==> src/rtl/find_table_mc.sv <==
// find_table_mc: lowest free row finder per size class with a reservation mask.
// Ports: alloc_* request in / result out (valid/ready), alloc_fail_* reject pulse, upd_* row update.
module find_table_mc #(
  parameter int ROWS = 64,
  parameter int CLASSES = 4,
  parameter int ID_W = 8,
  parameter int OSZ_W = 2,
  parameter int FAIL_FAST = 0,
  localparam int IDX_W = $clog2(ROWS),
  localparam int CLS_W = $clog2(CLASSES)
) (
  input  logic             clk,
  input  logic             rst,
  input  logic             alloc_valid_in,
  output logic             alloc_ready_out,
  input  logic [ID_W-1:0]  alloc_id_in,
  input  logic [CLS_W-1:0] alloc_size_in,
  input  logic [OSZ_W-1:0] alloc_origin_size_in,
  output logic             alloc_valid_out,
  input  logic             alloc_ready_in,
  output logic [ID_W-1:0]  alloc_id_out,
  output logic [IDX_W-1:0] alloc_row_index_out,
  output logic [CLS_W-1:0] alloc_size_out,
  output logic [OSZ_W-1:0] alloc_origin_size_out,
  output logic             alloc_fail_out,
  output logic [ID_W-1:0]  alloc_fail_id_out,
  input  logic             upd_valid_in,
  input  logic [IDX_W-1:0] upd_idx_in,
  input  logic [CLASSES-1:0] upd_bits_in
);

  logic [ROWS-1:0]  tbl_q [CLASSES];
  logic [ROWS-1:0]  tbl_d [CLASSES];
  logic [ROWS-1:0]  mask_q, mask_d;

  logic             s1_vld_q, s1_vld_d;
  logic [ID_W-1:0]  s1_id_q, s1_id_d;
  logic [CLS_W-1:0] s1_size_q, s1_size_d;
  logic [OSZ_W-1:0] s1_osz_q, s1_osz_d;

  logic             o_vld_q, o_vld_d;
  logic [ID_W-1:0]  o_id_q, o_id_d;
  logic [IDX_W-1:0] o_row_q, o_row_d;
  logic [CLS_W-1:0] o_size_q, o_size_d;
  logic [OSZ_W-1:0] o_osz_q, o_osz_d;

  logic             fail_q, fail_d;
  logic [ID_W-1:0]  fail_id_q, fail_id_d;

  logic [ROWS-1:0]  v;
  logic             found;
  logic [IDX_W-1:0] row;
  logic             issue, drop, accept;

  // Downward scan so the last hit written is the lowest free row.
  always_comb begin
    v = tbl_q[s1_size_q] | mask_q;
    found = ~&v;
    row = '0;
    for (int i = ROWS - 1; i >= 0; i--) begin
      if (!v[i]) row = i[IDX_W-1:0];
    end
  end

  assign issue = s1_vld_q & found & (~o_vld_q | alloc_ready_in);
  assign drop = s1_vld_q & ~found & (FAIL_FAST != 0);
  assign alloc_ready_out = ~s1_vld_q | issue | drop;
  assign accept = alloc_valid_in & alloc_ready_out;

  always_comb begin
    tbl_d = tbl_q;
    mask_d = mask_q;
    if (upd_valid_in) begin
      for (int c = 0; c < CLASSES; c++) begin
        tbl_d[c][upd_idx_in] = upd_bits_in[c];
      end
      mask_d[upd_idx_in] = 1'b0;
    end
    // Applied after the update so a same-row reservation survives.
    if (issue) mask_d[row] = 1'b1;

    s1_vld_d = s1_vld_q;
    s1_id_d = s1_id_q;
    s1_size_d = s1_size_q;
    s1_osz_d = s1_osz_q;
    if (issue || drop) s1_vld_d = 1'b0;
    if (accept) begin
      s1_vld_d = 1'b1;
      s1_id_d = alloc_id_in;
      s1_size_d = alloc_size_in;
      s1_osz_d = alloc_origin_size_in;
    end

    o_vld_d = o_vld_q;
    o_id_d = o_id_q;
    o_row_d = o_row_q;
    o_size_d = o_size_q;
    o_osz_d = o_osz_q;
    if (o_vld_q && alloc_ready_in) o_vld_d = 1'b0;
    if (issue) begin
      o_vld_d = 1'b1;
      o_id_d = s1_id_q;
      o_row_d = row;
      o_size_d = s1_size_q;
      o_osz_d = s1_osz_q;
    end

    fail_d = drop;
    fail_id_d = drop ? s1_id_q : fail_id_q;
  end

  always_ff @(posedge clk) begin
    if (rst) begin
      for (int c = 0; c < CLASSES; c++) begin
        tbl_q[c] <= '0;
      end
      mask_q <= '0;
      s1_vld_q <= 1'b0;
      s1_id_q <= '0;
      s1_size_q <= '0;
      s1_osz_q <= '0;
      o_vld_q <= 1'b0;
      o_id_q <= '0;
      o_row_q <= '0;
      o_size_q <= '0;
      o_osz_q <= '0;
      fail_q <= 1'b0;
      fail_id_q <= '0;
    end else begin
      tbl_q <= tbl_d;
      mask_q <= mask_d;
      s1_vld_q <= s1_vld_d;
      s1_id_q <= s1_id_d;
      s1_size_q <= s1_size_d;
      s1_osz_q <= s1_osz_d;
      o_vld_q <= o_vld_d;
      o_id_q <= o_id_d;
      o_row_q <= o_row_d;
      o_size_q <= o_size_d;
      o_osz_q <= o_osz_d;
      fail_q <= fail_d;
      fail_id_q <= fail_id_d;
    end
  end

  assign alloc_valid_out = o_vld_q;
  assign alloc_id_out = o_id_q;
  assign alloc_row_index_out = o_row_q;
  assign alloc_size_out = o_size_q;
  assign alloc_origin_size_out = o_osz_q;
  assign alloc_fail_out = fail_q;
  assign alloc_fail_id_out = fail_id_q;

endmodule

==> config.mk <==
export PLATFORM = sky130hd
export DESIGN_NAME = find_table_mc
export DESIGN_NICKNAME = d
export VERILOG_FILES = /design/src/rtl/find_table_mc.sv
export SDC_FILE = /design/constraint.sdc
export NUM_CORES = 1
export LEC_CHECK = 0
export ABC_CLOCK_PERIOD_IN_PS = 3500
export CORE_MARGIN = 2
export CORE_UTILIZATION = 35
export CTS_BUF_LIST = sky130_fd_sc_hd__clkbuf_8
export DETAILED_ROUTE_END_ITERATION = 8
export GPL_ROUTABILITY_DRIVEN = 0
export PLACE_DENSITY = 0.53
export SETUP_SLACK_MARGIN = 0.4
export SYNTH_ARGS = -nofsm -noshare
export SYNTH_HDL_FRONTEND = slang
export SYNTH_SLANG_ARGS = --single-unit
==> constraint.sdc <==
create_clock -name clk -period 3.5 [get_ports clk]
set_input_delay 0.7 -clock clk [delete_from_list [all_inputs] [get_ports clk]]
set_output_delay 0.7 -clock clk [all_outputs]
set_load 0.02 [all_outputs]
==> impl_metrics.json, run 1 <==
{
  "yosysTopAreaCell": "dfxtp_1",
  "holdBufCountCts": 0,
  "dp_hpwl_um": 34740,
  "tightest_slew_ps": 844.6,
  "status": "finished with violations",
  "timing.fmax_mhz": 260.5,
  "antenna_cells": 0,
  "grt_use_total_pct": 21.94,
  "grt_start_max_net_pins": 135,
  "reg2reg_to": "mask_q[32]$_SDFF_PP0_",
  "totalWireLength_um": 52320,
  "crit_fanout": 8,
  "max-slew-margin-rel_pct": 43.70,
  "seq_area_frac_synth_pct": 43.95,
  "power_density_nw_per_um2": 422.5,
  "clk_path_buf_depth": 3,
  "drt_iter0_markers": 1022,
  "wl_per_cell_um": 20.43,
  "dr.pass1.iters": 5,
  "grt_first_pass_wirelength_um": 81050,
  "area_growth_pct": 26.77,
  "r2r_cells": 14,
  "fin_nets": 1943,
  "cts_tree": "done",
  "coreArea_um2": 45280,
  "first_global_vias": 13780,
  "hold_violations": 0,
  "p_leak_nw": 7.447,
  "r2r-start": "s1_size_q[1]$_SDFFE_PP0P_",
  "worstHoldPathCells": 2,
  "syn-cell-area_um2": 16030,
  "fp-row-count": 78,
  "fin_skew_ps": 49.83,
  "worstSetupPathType": "register to output pin",
  "gr-total-overflow": 0,
  "io_pins": 56,
  "async_reset_ff_share_pct": 0,
  "hp-start": "tbl_q[73]$_SDFFE_PP0P_",
  "hold_path_class": "register to register",
  "multi_input_area_um2": 8842,
  "netlist.area_leader.share_pct": 43.95,
  "layout_min_cycle_time_ps": 3838,
  "avgSynthCellArea_um2": 9.183,
  "violations": "setup timing",
  "ant_nets": 0,
  "antenna_found_initial": 0,
  "die_y_um": 218.0,
  "yosys-top-cells-area": "dfxtp_1 (44%), mux2i_1 (10%), nor2_1 (6.2%)",
  "dp_cells": 2434,
  "drc_errors": 0,
  "worstHoldEndpoint": "tbl_q[73]$_SDFFE_PP0P_",
  "cts-htree-levels": 2,
  "ir_drop_v": 0.0004027,
  "cts_buffers": 60,
  "fin_ws_ps": -338.2,
  "synthDistinctLibCells": 77,
  "yosys.cell_count.top_type": "dfxtp_1",
  "arrival_ps": 3140,
  "cts_sinks": 352,
  "clk_latency_ps": 670,
  "endpoint_kind": "output pin",
  "start_util_pct": 35.41,
  "setup_viol": 65,
  "critPathLaunchType": "register",
  "die_w_um": 218.0,
  "total_power_mw": 8.587,
  "synth_edf_count": 0,
  "ys_ff_latch": 352,
  "viasPerCell": 5.429,
  "drive_above_1_share_pct": 23.46,
  "drv_cap": 0,
  "synth-main-ff-cell": "dfxtp_1",
  "finalNonFillerCells": 2561,
  "synthTopCellsByCount": "dfxtp_1 (352), nor2_1 (263), nand2_1 (201)",
  "slew_violations": 0,
  "rrSetupSlack_ps": -280,
  "yosys_warnings": 0,
  "required_ps": 2800,
  "synthCells": 1746,
  "clockRootBuffer": "clkbuf_8",
  "dieArea_um2": 47540,
  "port_buffers": 46,
  "grt_setup_unrepaired": "true",
  "timing.final.crit_share_pct": 109.7,
  "clk_pin_slew_worst_paths_ps": 70,
  "nFillCells": 4397,
  "vias": 13900,
  "regArea_um2": 7054
}
## cells in the final DEF, fill, tap and decap left out, drive strengths merged, types with 9 or more instances in the layout
| master | n |
|---|---|
| buf | 199 |
| nor2 | 265 |
| nand3 | 136 |
| nor3 | 17 |
| clkbuf | 81 |
| nand2b | 14 |
| conb | 9 |
| clkdlybuf4s50 | 40 |
| o22ai | 29 |
| o32ai | 31 |
| inv | 48 |
| dfxtp | 352 |
| mux2i | 166 |
| nor2b | 13 |
| nand2 | 201 |
| a21oi | 147 |
| mux4 | 60 |
| o21ai | 39 |
## power by group
| group | total, mW | leakage (nW) | switching, mW | internal [mW] |
|---|---|---|---|---|
| Sequential | 4.06 | 2.84 | 0.0260 | 4.04 |
| Clock | 3.92 | 0.732 | 1.73 | 2.19 |
| Combinational | 0.608 | 3.88 | 0.385 | 0.224 |
## what timing repair did
action	4_1_cts	5_1_grt
setup endpoints to repair	93	93
buffers inserted	16	1
resized for setup	114	43
pin swaps	35	11
gates cloned	3	0
## worst max-delay path, stage by stage, from the launching register on
cell and delay [ps]:
dfxtp_4 440, buf_12 170, buf_16 140, buf_6 120
mux4_2 370, o22a_1 170, nand4_1 230, nor3b_4 310
a41o_2 300, nand2_2 90, buf_6 140
## sequential cells by signal, summed over array words and instances (netlist names)
name and cells:
alloc_id_out 8, alloc_origin_size_out 2, alloc_row_index_out 6, alloc_size_out 2, alloc_valid_out 1, mask_q 64
s1_id_q 8, s1_osz_q 2, s1_size_q 2, s1_vld_q 1, tbl_q 256
## final cells by class
cell class | count | area share (%)
timing repair buffer | 239 | 11.31
inverter | 28 | 0.5171
sequential | 352 | 34.71
clock inverter | 26 | 0.7879
multi-input combinational | 1235 | 43.50
clock buffer | 81 | 5.485
tap | 600 | 3.693
## kinds of logic after synthesis
group,synth area share (%)
flip-flops,43.95
buffers and inverters,5.103
AO/OA/AOI/OAI,12.38
AND/OR/NAND/NOR,19.12
multiplexers,19.42
other,0.02339
## how the worst max path moves through the flow
stage | startpoint | endpoint | slack, ps | cells past startpoint
3_3_place_gp | s1_size_q[1]$_SDFFE_PP0P_ | mask_q[34]$_SDFF_PP0_ | -350 | 12
4_1_cts | s1_size_q[1]$_SDFFE_PP0P_ | alloc_ready_out | -370 | 10
5_1_grt | s1_size_q[1]$_SDFFE_PP0P_ | alloc_ready_out | -430 | 10
3_5_place_dp | s1_size_q[1]$_SDFFE_PP0P_ | mask_q[34]$_SDFF_PP0_ | -310 | 12
2_1_floorplan | s1_size_q[1]$_SDFFE_PP0P_ | mask_q[34]$_SDFF_PP0_ | 400 | 13
6_report | s1_size_q[1]$_SDFFE_PP0P_ | alloc_ready_out | -340 | 10
## stage by stage
| stage | instance area [µm²] | hold slack (ps) | setup WS, ps | utilization [%] | TNS (ps) |
|---|---|---|---|---|---|
| after floorplan | 16090 | 431.5 | 402.5 | - | 0 |
| after detailed placement | 18120 | 443.6 | -310.6 | 40.03 | -9308 |
| after global routing | 20330 | 470.0 | -431.7 | 44.89 | -19080 |
| final | 20330 | 451.9 | -338.2 | 44.89 | -11460 |
| after CTS | 20120 | 451.9 | -366.5 | 44.42 | -10510 |
| after global placement | 18120 | 437.3 | -347.9 | 40.03 | -8956 |
## per-layer routing
metal  vias up  track usage, %  wire length, µm
met1      6813           28.90            23060
met2       410           36.39            24680
met4         0           7.506             1619
met5         -               0                0
li1       6568               -                -
met3       113           3.598             2962
No activity file was read; power rests on OpenSTA's default activity.
==> run 2: changes to the inputs <==
--- a/config.mk
+++ b/config.mk
@@ -12,4 +12,5 @@
 export DETAILED_ROUTE_END_ITERATION = 8
 export GPL_ROUTABILITY_DRIVEN = 0
+export GPL_TIMING_DRIVEN = 1
 export PLACE_DENSITY = 0.53
 export SETUP_SLACK_MARGIN = 0.4
==> constraint.sdc (replaced) <==
create_clock -name clk -period 3.5 [get_ports clk]
set_input_delay 0.7 -clock clk [delete_from_list [all_inputs] [get_ports clk]]
set_output_delay 0.7 -clock clk [all_outputs]
set_load 0.1 [all_outputs]
==> impl_metrics.json, run 2 (same netlist as run 1, synthesis figures left out) <==
{
  "arrival_ps": 4260,
  "endpoint_kind": "register",
  "p_leak_nw": 7.432,
  "largest_reg_flops": 256,
  "totalWireLength_um": 51680,
  "ir_drop_v": 0.0002276,
  "switching_share_pct": 26.12,
  "mostFrequentLayoutCells": "dfxtp_1 (350), nor2_1 (252), nand2_1 (189)",
  "coreArea_um2": 45280,
  "area_growth_pct": 27.87,
  "multi_input_area_um2": 9027,
  "vias": 13860,
  "pwr-share-comb_pct": 8.3,
  "internal_power_mw": 6.437,
  "clk_latency_ps": 630,
  "power_density_nw_per_um2": 424.9,
  "first_global_vias": 13580,
  "drive_above_1_share_pct": 25.05,
  "reg_top3": "tbl_q (256), mask_q (64)",
  "gr-total-overflow": 0,
  "drv_cap": 0,
  "start_util_pct": 35.41,
  "design_area_um2": 20500,
  "clock_power_share_pct": 45.1,
  "die_w_um": 218.0,
  "cts_tree": "done",
  "regArea_um2": 7054,
  "switchingPower_mw": 2.275,
  "drc_errors": 0,
  "clk_pin_slew_worst_paths_ps": 60,
  "cts_buffers": 66,
  "crit_fanout": 6,
  "dieArea_um2": 47540,
  "hold_violations": 0,
  "hold_path_class": "register to register",
  "layout_min_cycle_time_ps": 3812,
  "dp_slack_ps": -148.5,
  "timing.final.crit_share_pct": 108.9,
  "io_pins": 56,
  "cts-htree-levels": 3,
  "setup_viol": 18,
  "finalNonFillerCells": 2564,
  "fp-row-count": 78,
  "fin_nets": 1944,
  "clk_path_buf_depth": 3,
  "cts_sinks": 352,
  "grt_start_max_net_pins": 196,
  "wl_per_cell_um": 20.16,
  "viasPerCell": 5.405,
  "antenna_found_initial": 0,
  "port_buffers": 46,
  "fin_ws_ps": -312.2,
  "max-slew-margin-rel_pct": 32.87,
  "tightest_slew_ps": 1004,
  "p_seq_share_pct": 46.7,
  "die_y_um": 218.0,
  "mostFrequentLayoutCell": "dfxtp_1",
  "ant_nets": 0,
  "required_ps": 3950,
  "violations": "setup timing",
  "clockRootBuffer": "clkbuf_8",
  "status": "finished with violations",
  "dp_cells": 2388,
  "postPlaceCellArea_um2": 17740,
  "grt_setup_unrepaired": "true",
  "regMostFlops": "tbl_q",
  "antenna_cells": 0,
  "fin_skew_ps": 32.92,
  "grt_use_total_pct": 21.17,
  "total_power_mw": 8.712,
  "grt_first_pass_wirelength_um": 77870,
  "timing.fmax_mhz": 262.3,
  "critPathLaunchType": "register",
  "worstSetupPathType": "register to register",
  "holdBufCountCts": 0,
  "nFillCells": 4383,
  "dp_hpwl_um": 33260,
  "drt_iter0_markers": 1084,
  "dr.pass1.iters": 6,
  "slew_violations": 0
}
run 2: cell count changes in the layout (fill, tap and decap cells not counted), moves of 6 or more:
cell / before / now
o21ai_2: 16 / 10
clkdlybuf4s50_1: 40 / 33
o22ai_4: 4 / 13
nand2_1: 198 / 189
o32ai_2: 23 / 13
o32ai_1: 7 / 18
run 2: final timing paths:
kind                             start                      end  slack [ps]  cells past startpoint
max          s1_size_q[1]$_SDFFE_PP0P_  s1_id_q[4]$_SDFFE_PP0P_        -310                     22
min            s1_id_q[6]$_SDFFE_PP0P_  s1_id_q[6]$_SDFFE_PP0P_         450                      2
max reg2reg  s1_size_q[1]$_SDFFE_PP0P_  s1_id_q[4]$_SDFFE_PP0P_        -310                     22
min reg2reg    s1_id_q[6]$_SDFFE_PP0P_  s1_id_q[6]$_SDFFE_PP0P_         450                      2
run 2: stage by stage:
stage | hold WS, ps | utilization (%) | setup TNS, ps
floorplan | 431.5 | - | 0
global placement | 437.4 | 39.18 | -3583
detailed placement | 444.9 | 39.18 | -5170
CTS | 452.5 | 43.49 | -320.8
global route | 470.8 | 45.28 | -7027
finish | 451.3 | 45.28 | -3671
run 2: repair_timing:
item	CTS	global route
resized for setup	102	103
gates cloned	2	2
setup buffers	19	38
pin swaps	34	40
hold endpoints to repair	0	0
endpoints found under the setup margin	94	93
run 2: area by class of cell:
cell class / instances / area share (%)
repair buffers: 234 / 11.08
inverters: 28 / 0.5126
well taps: 600 / 3.662
flip-flops and latches: 352 / 34.41
clock inverters: 31 / 0.6713
clock buffers: 84 / 5.639
multi-input cells: 1235 / 44.03
run 2: critical path, cell delays in order, from the launching register on:
cell and delay [ps]:
dfxtp_4 420, buf_12 170, buf_12 120, buf_4 120, mux4_2 350, buf_6 100, o22a_1 150, nand4_1 190
nor3b_4 300, a41o_4 300, nand2_8 60, buf_4 140, buf_6 110, buf_6 100, buf_6 110, buf_6 100
buf_6 100, buf_6 100, buf_4 140, and2_4 180, clkbuf_16 160, nand2_1 60, a21oi_1 50
run 2: metal layers:
metal / part of all wire [%] / up-vias / wire length, µm / track usage [%]
li1: - / 6551 / - / -
met1: 43 / 6741 / 22400 / 26.98
met2: 47 / 433 / 24310 / 34.78
met3: 5.5 / 133 / 2845 / 4.268
met4: 4.1 / 0 / 2129 / 9.025
met5: 0 / - / 0 / 0
run 2: power groups by stage:
stage	registers (mW)	clock network (mW)	logic [mW]
after detailed placement	4.15	0	0.619
after global routing	4.06	4.20	0.762
final	4.06	3.93	0.722
after CTS	4.06	4.02	0.660
after floorplan	4.18	0	0.386
after global placement	4.15	0	0.615
